<file path="src/rtl/matrix_pkg.sv">
// Shared definitions for the matrix multiplier family: element width,
// flat-bus element offsets and the serializer state encoding.
package matrix_pkg;

  localparam int WORD_WIDTH = 32;

  typedef enum logic [1:0] {
    ST_IDLE    = 2'd0,
    ST_STREAM  = 2'd1,
    ST_RELEASE = 2'd2
  } ser_state_t;

  // Bit offset of element (r,c) inside a flat matrix bus whose element 0 sits at the MSB end.
  function automatic int elem_off(input int r, input int c, input int ncols);
    return (r * ncols + c) * WORD_WIDTH;
  endfunction

  // Index width for a counter over n positions; a single position still needs one bit.
  function automatic int idx_width(input int n);
    return (n > 1) ? $clog2(n) : 1;
  endfunction

endpackage

</file>
<file path="src/rtl/matrix_index_counter.sv">
// Row/column position counter that walks a ROWS x COLS matrix in either
// row-major or column-major order and flags the final position.
module matrix_index_counter
  import matrix_pkg::*;
#(
  parameter int ROWS      = 4,
  parameter int COLS      = 4,
  parameter bit COL_MAJOR = 1'b0
) (
  input  logic                       clk,
  input  logic                       rst,
  input  logic                       i_clear,
  input  logic                       i_advance,
  output logic [idx_width(ROWS)-1:0] o_row,
  output logic [idx_width(COLS)-1:0] o_col,
  output logic                       o_at_last
);

  localparam int RW = idx_width(ROWS);
  localparam int CW = idx_width(COLS);

  logic [RW-1:0] r_row;
  logic [CW-1:0] r_col;
  logic          w_row_end;
  logic          w_col_end;

  // With a single row or column the end compare is always true, so that index simply holds 0.
  assign w_row_end = (r_row == RW'(ROWS - 1));
  assign w_col_end = (r_col == CW'(COLS - 1));

  // Step the fast index each advance and carry into the slow index when the fast one wraps.
  always_ff @(posedge clk or posedge rst) begin
    if (rst) begin
      r_row <= '0;
      r_col <= '0;
    end else if (i_clear) begin
      r_row <= '0;
      r_col <= '0;
    end else if (i_advance) begin
      if (COL_MAJOR) begin
        if (w_row_end) begin
          r_row <= '0;
          r_col <= w_col_end ? '0 : r_col + 1'b1;
        end else begin
          r_row <= r_row + 1'b1;
        end
      end else begin
        if (w_col_end) begin
          r_col <= '0;
          r_row <= w_row_end ? '0 : r_row + 1'b1;
        end else begin
          r_col <= r_col + 1'b1;
        end
      end
    end
  end

  assign o_row     = r_row;
  assign o_col     = r_col;
  assign o_at_last = w_row_end & w_col_end;

endmodule

</file>
<file path="src/rtl/matrix_c_serializer.sv">
// Snapshots a finished result matrix from the multiplier and streams it out
// one word per accepted beat, so the multiplier can start the next product
// while this one drains.
module matrix_c_serializer
  import matrix_pkg::*;
#(
  parameter int M         = 4,
  parameter int N         = 4,
  parameter int COL_MAJOR = 0
) (
  input  logic                          clk,
  input  logic                          rst,
  input  logic [0:M*N*WORD_WIDTH-1]     matrix_C,
  input  logic                          c_stb,
  output logic                          c_ack,
  output logic [WORD_WIDTH-1:0]         out_data,
  output logic [idx_width(M)-1:0]       out_row,
  output logic [idx_width(N)-1:0]       out_col,
  output logic                          out_last,
  output logic                          out_stb,
  input  logic                          out_ack,
  output logic                          busy,
  output logic [15:0]                   frame_count
);

  localparam int NE = M * N;
  localparam int IW = idx_width(NE);
  localparam int RW = idx_width(M);
  localparam int CW = idx_width(N);

  ser_state_t              r_state;
  logic                    r_c_ack;
  logic                    r_out_stb;
  logic                    r_busy;
  logic [15:0]             r_frame_count;
  logic [WORD_WIDTH-1:0]   r_mem [NE];

  logic                    w_capture;
  logic                    w_advance;
  logic                    w_at_last;
  logic [RW-1:0]           w_row;
  logic [CW-1:0]           w_col;
  logic [IW-1:0]           w_idx;

  // A new matrix is only taken from IDLE; c_stb in any other state is ignored.
  assign w_capture = (r_state == ST_IDLE) && c_stb;
  assign w_advance = r_out_stb && out_ack;

  matrix_index_counter #(
    .ROWS      (M),
    .COLS      (N),
    .COL_MAJOR (COL_MAJOR != 0)
  ) u_index (
    .clk       (clk),
    .rst       (rst),
    .i_clear   (w_capture),
    .i_advance (w_advance),
    .o_row     (w_row),
    .o_col     (w_col),
    .o_at_last (w_at_last)
  );

  // Snapshot the whole flat bus on capture so later changes upstream cannot leak into the stream.
  always_ff @(posedge clk) begin
    if (w_capture) begin
      for (int r = 0; r < M; r++) begin
        for (int c = 0; c < N; c++) begin
          r_mem[IW'(r * N + c)] <= matrix_C[elem_off(r, c, N) +: WORD_WIDTH];
        end
      end
    end
  end

  // Control FSM: capture in IDLE, stream until the last beat is accepted, then hold off a re-capture while c_stb stays high.
  always_ff @(posedge clk or posedge rst) begin
    if (rst) begin
      r_state       <= ST_IDLE;
      r_c_ack       <= 1'b0;
      r_out_stb     <= 1'b0;
      r_busy        <= 1'b0;
      r_frame_count <= '0;
    end else begin
      r_c_ack <= 1'b0;
      case (r_state)
        ST_IDLE: begin
          if (c_stb) begin
            r_state   <= ST_STREAM;
            r_c_ack   <= 1'b1;
            r_out_stb <= 1'b1;
            r_busy    <= 1'b1;
          end
        end
        ST_STREAM: begin
          if (w_advance && w_at_last) begin
            r_frame_count <= r_frame_count + 16'd1;
            r_out_stb     <= 1'b0;
            if (c_stb) begin
              r_state <= ST_RELEASE;
            end else begin
              r_state <= ST_IDLE;
              r_busy  <= 1'b0;
            end
          end
        end
        ST_RELEASE: begin
          if (!c_stb) begin
            r_state <= ST_IDLE;
            r_busy  <= 1'b0;
          end
        end
        default: begin
          r_state   <= ST_IDLE;
          r_out_stb <= 1'b0;
          r_busy    <= 1'b0;
        end
      endcase
    end
  end

  assign w_idx       = IW'(int'(w_row) * N + int'(w_col));

  assign c_ack       = r_c_ack;
  assign out_stb     = r_out_stb;
  assign busy        = r_busy;
  assign frame_count = r_frame_count;
  assign out_row     = w_row;
  assign out_col     = w_col;
  assign out_last    = r_out_stb & w_at_last;
  assign out_data    = r_out_stb ? r_mem[w_idx] : '0;

endmodule

</file>
<file path="config.mk">
export PLATFORM = sky130hd
export DESIGN_NAME = matrix_c_serializer
export DESIGN_NICKNAME = d
export VERILOG_FILES = /design/src/rtl/matrix_pkg.sv /design/src/rtl/matrix_index_counter.sv /design/src/rtl/matrix_c_serializer.sv
export SDC_FILE = /design/constraint.sdc
export NUM_CORES = 1
export LEC_CHECK = 0
export BUFFER_PORTS_ARGS = -buffer_cell sky130_fd_sc_hd__buf_4
export CAP_MARGIN = 15
export CORE_MARGIN = 3
export CORE_UTILIZATION = 31
export DETAILED_ROUTE_END_ITERATION = 8
export GPL_TIMING_DRIVEN = 0
export HOLD_SLACK_MARGIN = 0.05
export PLACE_DENSITY = 0.53
export SYNTH_ARGS = -nofsm -noshare
export SYNTH_HDL_FRONTEND = slang
export SYNTH_SLANG_ARGS = --single-unit
</file>
<file path="constraint.sdc">
create_clock -name clk -period 23.2 [get_ports clk]
set_input_delay 2.32 -clock clk [delete_from_list [all_inputs] [get_ports clk]]
set_output_delay 2.32 -clock clk [all_outputs]
set_load 0.05 [all_outputs]
</file>
## After elaboration in Yosys (flattened, before gate mapping)

Memories as Yosys holds them, arrays and structs flattened.
Index checks and enable logic that the tools add are counted.

| operators by class | value |
|---|---|
| bitwise gates (word level) | 3 |
| eq/ne operators | 7 |
| reduce and logical (&&, ||, !) cells | 11 |
| multiplexer cells | 23 |
| add/subtract/negate cells | 4 |

Operator list:

| kind | number |
|---|---|
| 32-bit 2-to-1 mux | 1 |
| 2-bit 2-to-1 mux | 11 |
| 16-bit by 1-bit adder with 16-bit output (second input constant) | 1 |
| 1-bit 2-to-1 mux | 8 |
| 2-bit == test (second input constant) | 3 |
| 2-bit != test (second input constant) | 3 |
| 1-bit one-hot mux with 3 select lines | 2 |
| 2-bit one-hot mux with 3 select lines | 1 |
| 2-bit AND reduction | 3 |
| 3-bit AND reduction | 2 |
| 2-bit by 1-bit adder with 2-bit output (second input constant) | 2 |
| 4-bit by 2-bit adder with 4-bit output | 1 |
| 2-bit nonzero test | 2 |
| 1-bit logical AND | 3 |
| 1-bit bitwise AND | 2 |
| 2-bit by 1-bit == test with 1-bit output (second input constant) | 1 |
| 2-bit zero test | 1 |
| 1-bit NOT | 1 |

| storage, ports and cells | value |
|---|---|
| logic and storage cells | 56 |
| input bits | 516 |
| register bits after elaboration | 25 |
| memory bits (writable) | 512 |
| memories | 1 |
| output and inout port bits | 56 |

Memory list:

| memory | depth | width | read ports | clocked after memory_dff | wr ports | line | text |
|---|---|---|---|---|---|---|---|
| r_mem | 16 | 32 | 1 | 0 | 16 | matrix_c_serializer.sv:36 | `logic [WORD_WIDTH-1:0] r_mem [NE];` |

## Longest topological paths before layout

Gate-level depths: netlist of the first run.

| logic depth | value |
|---|---|
| word-level depth | 5 |
| depth in mapped cells | 7 |
| gate-level depth less buffers | 6 |

## Hierarchy

Synthesis of the first run repeated with hierarchy kept, for this count alone.

| unflattened totals | value |
|---|---|
| cells, all modules | 1142 |
| area, all modules | 20951.3 µm² |

By module, submodules not included:

| module | area each (µm²) | cells each | seq. area each (µm²) | instances |
|---|---|---|---|---|
| matrix_c_serializer | 20732.4 | 1123 | 15900.2 | 1 |
| matrix_index_counter | 219.0 | 19 | 100.1 | 1 |

## Worst setup path before layout of the first run

No wires, ideal clock.

| timing path | value |
|---|---|
| path kind | input to register |
| start point | input port c_stb |
| end point | register r_c_ack, in the netlist c_ack |
| arrival time | 23.906 ns |
| data required time | 20.832 ns |
| buffers on the path | 0 |
| setup time | 2.368 ns |
| cell stages on the path | 2 |
| setup slack | -3.073 ns |
| cell sequence | inv_1 -> nor2_1 |

| on the way | value |
|---|---|
| word-level cells in the longest chain between the ends | 2 |

RTL lines:

| element | line | text |
|---|---|---|
| start, declared | matrix_c_serializer.sv:14 | `input logic c_stb,` |
| 1-bit 2-to-1 mux | matrix_c_serializer.sv:86 | `if (c_stb) begin` |
| 1-bit 2-to-1 mux | matrix_c_serializer.sv:84 | `case (r_state)` |
| end signal, assigned | matrix_c_serializer.sv:78 | `r_c_ack <= 1'b0;` |
| end signal, assigned | matrix_c_serializer.sv:83 | `r_c_ack <= 1'b0;` |
| end signal, assigned | matrix_c_serializer.sv:88 | `r_c_ack <= 1'b1;` |
| end, declared | matrix_c_serializer.sv:32 | `logic r_c_ack;` |

No other way between the ends.
A chain may end at the register's enable or synchronous reset.

## Final worst setup path of the first run

| timing path | value |
|---|---|
| start point | register u_index.r_row[0], in the netlist u_index.o_row[0] |
| end point | output port out_data[29] |

| on the way | value |
|---|---|
| word-level cells in the longest chain between the ends | 3 |

RTL lines:

| element | line | text |
|---|---|---|
| start, declared | matrix_index_counter.sv:22 | `logic [RW-1:0] r_row;` |
| start signal, assigned | matrix_index_counter.sv:45 | `r_row <= r_row + 1'b1;` |
| start signal, assigned | matrix_index_counter.sv:50 | `r_row <= w_row_end ? '0 : r_row + 1'b1;` |
| 4-bit by 2-bit adder with 4-bit output | matrix_c_serializer.sv:120 | `assign w_idx = IW'(int'(w_row) * N + int'(w_col));` |
| memory 16 x 32 bit | - |  |
| 32-bit 2-to-1 mux | matrix_c_serializer.sv:129 | `assign out_data = r_out_stb ? r_mem[w_idx] : '0;` |
| end, declared | matrix_c_serializer.sv:16 | `output logic [WORD_WIDTH-1:0] out_data,` |

No other way between the ends.

==> results_dict.tcl, run 1 <==
set metrics [dict create \
    fin_skew_ns 0.0127 \
    synth_top_area_share_pct 73.4 \
    cts_resized 0 \
    synth-seq-cells 537 \
    crit_fanout 10 \
    num_rows 94 \
    cts_buffers 59 \
    grt_pass1_wl_um 98400 \
    wl_met2_um 35900 \
    setup_tns_ns 0 \
    finalHoldViolCount 0 \
    cp-start-kind "register" \
    h-tree-depth 2 \
    max_stage_delay_ns 0.72 \
    cp-end-kind "output port" \
    tightest_slew_ns 1.10 \
    preCtsSetupSlack_ns 17.68 \
    synth_edf_count 512 \
    synth-async-reset-ratio_pct 4.66 \
    dr.max_layer_used "met5" \
    finalWeightedCongestion 0.805 \
    antenna_found_initial 14 \
    initial_core_util_pct 31.6 \
    critPathSlowestCell "nor2_2" \
    hpwl_um 54000 \
    postSynthAreaPerCell_um2 18.1 \
    pin_count 572 \
    nNetsFinal 2329 \
    nFillCells 6077 \
    finalCritPeriodShare_pct 25.5 \
    setup_violations 0 \
    port_buffers 571 \
    syn_to_final_growth_pct 36.8 \
    core_um2 66300 \
    dr_total_vias 13100 \
    wl_met3_um 4720 \
    clockBufferDepth 3 \
    dieArea_um2 70800 \
    critPathKind "register to output port" \
    avgViaCountPerCell 4.80 \
    fmax_mhz 169 \
    worstPathCellList "buf_4 > nor2_2 > clkbuf_1 > a22oi_1 > nand3_1 > o21ai_0 > buf_4" \
    synth.cell_area_um2 21000 \
    crit_arrival_ns 3.60 \
    dr.pass1.iters 6 \
    yosysTopAreaCell "edfxtp_1" \
    status "finished, final reports clean" \
    drc 0 \
    path_clk_slew_ns 0.06 \
    drt-wirelength-per-cell_um 26.1 \
    overflow 0 \
    ant_nets 0 \
    slew_headroom_pct 26.8 \
    drtIter0Drc 788 \
    post_layout_nonfiller_instances 2728 \
    synthTopCellsByArea "edfxtp_1 (73%), mux2i_1 (11%), a22oi_1 (3.6%), dfrtp_1 (3.0%), mux4_2 (1.5%)" \
    cts.sinks 537 \
    totalWireLength_um 71200 \
    syn_inst 1155 \
    cts_hold_buf 0 \
    pwr_density_cell_nw_per_um2 115 \
    place_inst 2608 \
    synth_nets 1678 \
    most-common-layout-cells "buf_4 (589), edfxtp_1 (512), mux2i_1 (231)" \
    cap_violations 0 \
    synth.distinct_cells 36 \
    rsz0062_at_grt "no" \
    synth-main-ff-cell "edfxtp_1" \
    power.leakage_nw 10.9 \
    fin_crit_ns 5.92 \
    cts_root_buf "clkbuf_16" \
    clk_latency_ns 0.61 \
    wl_met1_um 28500 \
    hold_path_class "register to register" \
    postCtsSetupRepairBufs 0 \
    grt_pass1_vias 13900 \
    yosysSeqAreaShare_pct 76.4 \
    required_ns 20.88 \
    die-height_um 266 \
    yosysWarnings 0 \
    cts_tree "done" \
    slew_viol_final 0 \
    vdd_drop_max_mv 0.0932 \
    drive_above_1_share_pct 39.2 \
    fin_ws_ns 17.28 \
    track_usage_pct 19.5 \
    final_common_cell "buf_4" \
    grt_max_degree 38 \
    fp.dieW_um 266 \
    crit_top_cell "buf_4" \
]
[final cells by class]
class / instances / area, µm² / share of cell area (%)
multi-input combinational: 547 / 4540 / 15.8
inverter: 9 / 33.8 / 0.118
buffer: 62 / 388 / 1.35
tap: 864 / 1080 / 3.77
clock inverter: 41 / 357 / 1.24
sequential: 537 / 16000 / 55.8
antenna: 10 / 25.0 / 0.0873
clock buffer: 68 / 1550 / 5.42
timing repair buffer: 590 / 4690 / 16.4
[routing by layer]
layer | vias to the layer above | track usage [%]
met5 | - | 0
met3 | 113 | 4.52
li1 | 5934 | -
met1 | 6572 | 24.2
met2 | 460 | 33.7
met4 | 6 | 6.25
[Yosys cell counts (2+ instances only)]
master       n
a21oi_1      6
o2111ai_1    6
xnor2_1      9
buf_1        3
buf_8        2
dfrtp_1     25
buf_6        8
nand3_1     31
a22oi_1    101
edfxtp_1   512
mux4_2      14
buf_2        4
o21ai_1      7
mux2i_1    231
clkbuf_1    27
inv_1        9
a221oi_1     8
xor2_1       6
nand4_1      6
ha_1         7
o21ai_0     31
nand2_1     53
nor2b_1      3
nor2_1      15
buf_4       18
and2_1       2
and3_1       2
[worst max-delay path, delay by kind of cell (launching register included)]
| kind | cells | cell delay [ns] |
|---|---|---|
| AOI/OAI and AO/OA | 2 | 0.40 |
| buffers and inverters | 3 | 1.11 |
| DFF | 1 | 0.43 |
| and+or+nand+nor | 2 | 1.06 |
[flip-flops by register name, indices dropped and copies added, names as in the netlist]
name / flops
busy: 1
u_index.o_col: 2
c_ack: 1
u_index.o_row: 2
r_mem: 512
frame_count: 16
out_stb: 1
r_state: 2
[kinds of logic (layout without fill, tap and decap cells)]
group	count (synthesis)	count (layout)	synth area share [%]
buffers and inverters	71	770	2.01
muxes	246	246	12.6
AOI/OAI and AO/OA	160	160	5.29
adders and majority gates	7	7	0.418
and+or+nand+nor	119	119	2.71
xor gates and xnor gates	15	15	0.627
other	0	10	0
DFF	537	537	76.4
[final timing paths]
kind,startpoint,endpoint,slack [ns],depth (start not counted)
max,u_index.o_row[0]$_DFFE_PP0P_,out_data[29],17.28,7
min,frame_count[15]$_DFFE_PP0P_,frame_count[15]$_DFFE_PP0P_,0.49,1
max reg2reg,r_state[1]$_DFFE_PP0P_,r_mem[0][31]$_DFFE_PP_,20.57,8
min reg2reg,frame_count[15]$_DFFE_PP0P_,frame_count[15]$_DFFE_PP0P_,0.49,1
max in group asynchronous,rst,u_index.o_col[1]$_DFFE_PP0P_,21.18,3
min in group asynchronous,rst,frame_count[14]$_DFFE_PP0P_,1.63,2
[power breakdown]
group | leakage (nW) | internal (mW) | total (mW) | switching [mW]
sequential | 5.14 | 1.33 | 1.38 | 0.0570
combinational | 4.87 | 0.364 | 0.992 | 0.628
clock | 0.926 | 0.543 | 0.927 | 0.384
[metrics by stage]
step | hold WS, ns | util (%) | cell area (µm²) | total power, mW
finish | 0.490 | 43.2 | 28700 | 3.30
global route | 0.495 | 43.2 | 28700 | 3.45
CTS | 0.489 | 43.1 | 28600 | 3.35
detailed placement | 0.475 | 40.3 | 26700 | 2.41
global placement | 0.469 | 39.7 | 26300 | 2.51
floorplan | 0.538 | - | 21000 | 2.09
No activity file was read; power rests on OpenSTA's default activity.
==> run 2, diff against run 1 <==
Settings changed: PLACE_DENSITY 0.53 to 0.51.
Clock period 23.2 ns to 5.68 ns, I/O delays scaled along.
==> results_dict.tcl, run 2 (same netlist as run 1, synthesis figures left out) <==
set metrics [dict create \
    status "finished, final reports clean" \
    cts.sinks 537 \
    cp-start-kind "register" \
    drtIter0Drc 873 \
    hold_path_class "input pin to register" \
    cts_root_buf "clkbuf_16" \
    grt_max_degree 39 \
    port_buffers 571 \
    clk_latency_ns 0.60 \
    regMostFlops "r_mem" \
    nFillCells 6077 \
    min_to "r_mem[12][14]$_DFFE_PP_" \
    required_ns 5.11 \
    critPathKind "register to output port" \
    fin_skew_ns 0.0168 \
    cap_violations 0 \
    cts_buffers 59 \
    dieArea_um2 70800 \
    num_rows 94 \
    antenna_found_initial 21 \
    vdd_drop_max_mv 0.260 \
    crit_fanout 10 \
    totalWireLength_um 71900 \
    preCtsSetupSlack_ns 1.94 \
    setup_tns_ns 0 \
    timing.hold.ws_ns 0.138 \
    worstReg2RegStart "r_state[1]$_DFFE_PP0P_" \
    cts_tree "done" \
    dr_total_vias 13000 \
    crit_arrival_ns 3.63 \
    power.leakage_nw 10.9 \
    ant_nets 0 \
    pwr_density_cell_nw_per_um2 469 \
    timing.rr.end "r_mem[5][12]$_DFFE_PP_" \
    cts_resized 0 \
    slew_viol_final 0 \
    path_clk_slew_ns 0.06 \
    syn_to_final_growth_pct 36.7 \
    cts_hold_buf 0 \
    clockBufferDepth 3 \
    grt_pass1_vias 13800 \
    final_common_cell "buf_4" \
    fin_ws_ns 1.49 \
    grt_pass1_wl_um 98900 \
    r2r_slack_ns 2.40 \
    postCtsSetupRepairBufs 0 \
    slew_headroom_pct 26.5 \
    drt-wirelength-per-cell_um 26.3 \
    holdPathStages 1 \
    tightest_slew_ns 1.10 \
    hpwl_um 54400 \
    most-common-layout-cells "buf_4 (589), edfxtp_1 (512), mux2i_1 (231)" \
    overflow 0 \
    fp.dieW_um 266 \
    h-tree-depth 2 \
    worstRegToRegCells 10 \
    finalHoldViolCount 0 \
    hold_start "matrix_C[401]" \
    fmax_mhz 238 \
    die-height_um 266 \
    largest_reg_flops 512 \
    core_um2 66300 \
    p_total_mw 13.4 \
    cp-end-kind "output port" \
    rsz0062_at_grt "no" \
    finalWeightedCongestion 0.817 \
    pin_count 572 \
    setup_violations 0 \
    drc 0 \
    finalCritPeriodShare_pct 73.8 \
    initial_core_util_pct 31.6 \
    fin_crit_ns 4.19 \
    dr.pass1.iters 5 \
    track_usage_pct 19.7 \
    drive_above_1_share_pct 39.2 \
    nNetsFinal 2329 \
    avgViaCountPerCell 4.74 \
]
## run 2: per-stage QoR
| step | instance area (µm²) | util (%) | instances |
|---|---|---|---|
| after global routing | 28700 | 43.2 | 2733 |
| final | 28700 | 43.2 | 2734 |
| after global placement | 26300 | 39.7 | 2590 |
| after floorplan | 21000 | - | 1155 |
| after detailed placement | 26700 | 40.3 | 2609 |
| after CTS | 28600 | 43.1 | 2720 |
## run 2: layer usage
metal | vias up | share of wire (%) | GRT usage [%] | wire length [µm]
li1 | 5935 | - | - | -
met1 | 6471 | 40 | 24.1 | 28400
met2 | 441 | 50 | 33.4 | 36000
met3 | 115 | 7.3 | 5.66 | 5250
met4 | 8 | 3.1 | 7.07 | 2220
met5 | - | 0.061 | 0 | 44
## run 2: worst max path at each step
| stage | from | to | slack, ns | depth (start not counted) |
|---|---|---|---|---|
| floorplan | r_state[1]$_DFFE_PP0P_ | c_ack$_DFF_PP0_ | -3.20 | 4 |
| global placement | c_stb | c_ack$_DFF_PP0_ | -6.29 | 3 |
| detailed placement | out_stb$_DFFE_PP0P_ | out_data[15] | 1.94 | 6 |
| CTS | out_stb$_DFFE_PP0P_ | out_data[15] | 1.25 | 6 |
| global route | out_stb$_DFFE_PP0P_ | out_data[18] | 1.26 | 6 |
| finish | u_index.o_row[0]$_DFFE_PP0P_ | out_data[30] | 1.49 | 7 |
## run 2: final cells by class
cell class / count / area, µm² / share of cell area, %
clock inverters: 30 / 245 / 0.856
multi-input cells: 547 / 4540 / 15.9
diodes: 14 / 35.0 / 0.122
plain buffers: 62 / 388 / 1.35
well taps: 864 / 1080 / 3.77
clock buffers: 81 / 1630 / 5.69
flip-flops and latches: 537 / 16000 / 55.8
repair buffers: 590 / 4700 / 16.4
inverters: 9 / 33.8 / 0.118
## run 2: critical path, cell delays in order (launching register included)
cell and delay, ns:
dfrtp_1 0.41, buf_4 0.22, nor2_2 0.70, clkbuf_1 0.67, a22oi_1 0.22, nand3_1 0.34
o21ai_0 0.20, buf_4 0.24
## run 2: power breakdown
group,total [mW],switching [mW],internal (mW)
Clock,3.72,1.54,2.18
Combinational,4.07,2.57,1.50
Sequential,5.64,0.226,5.41
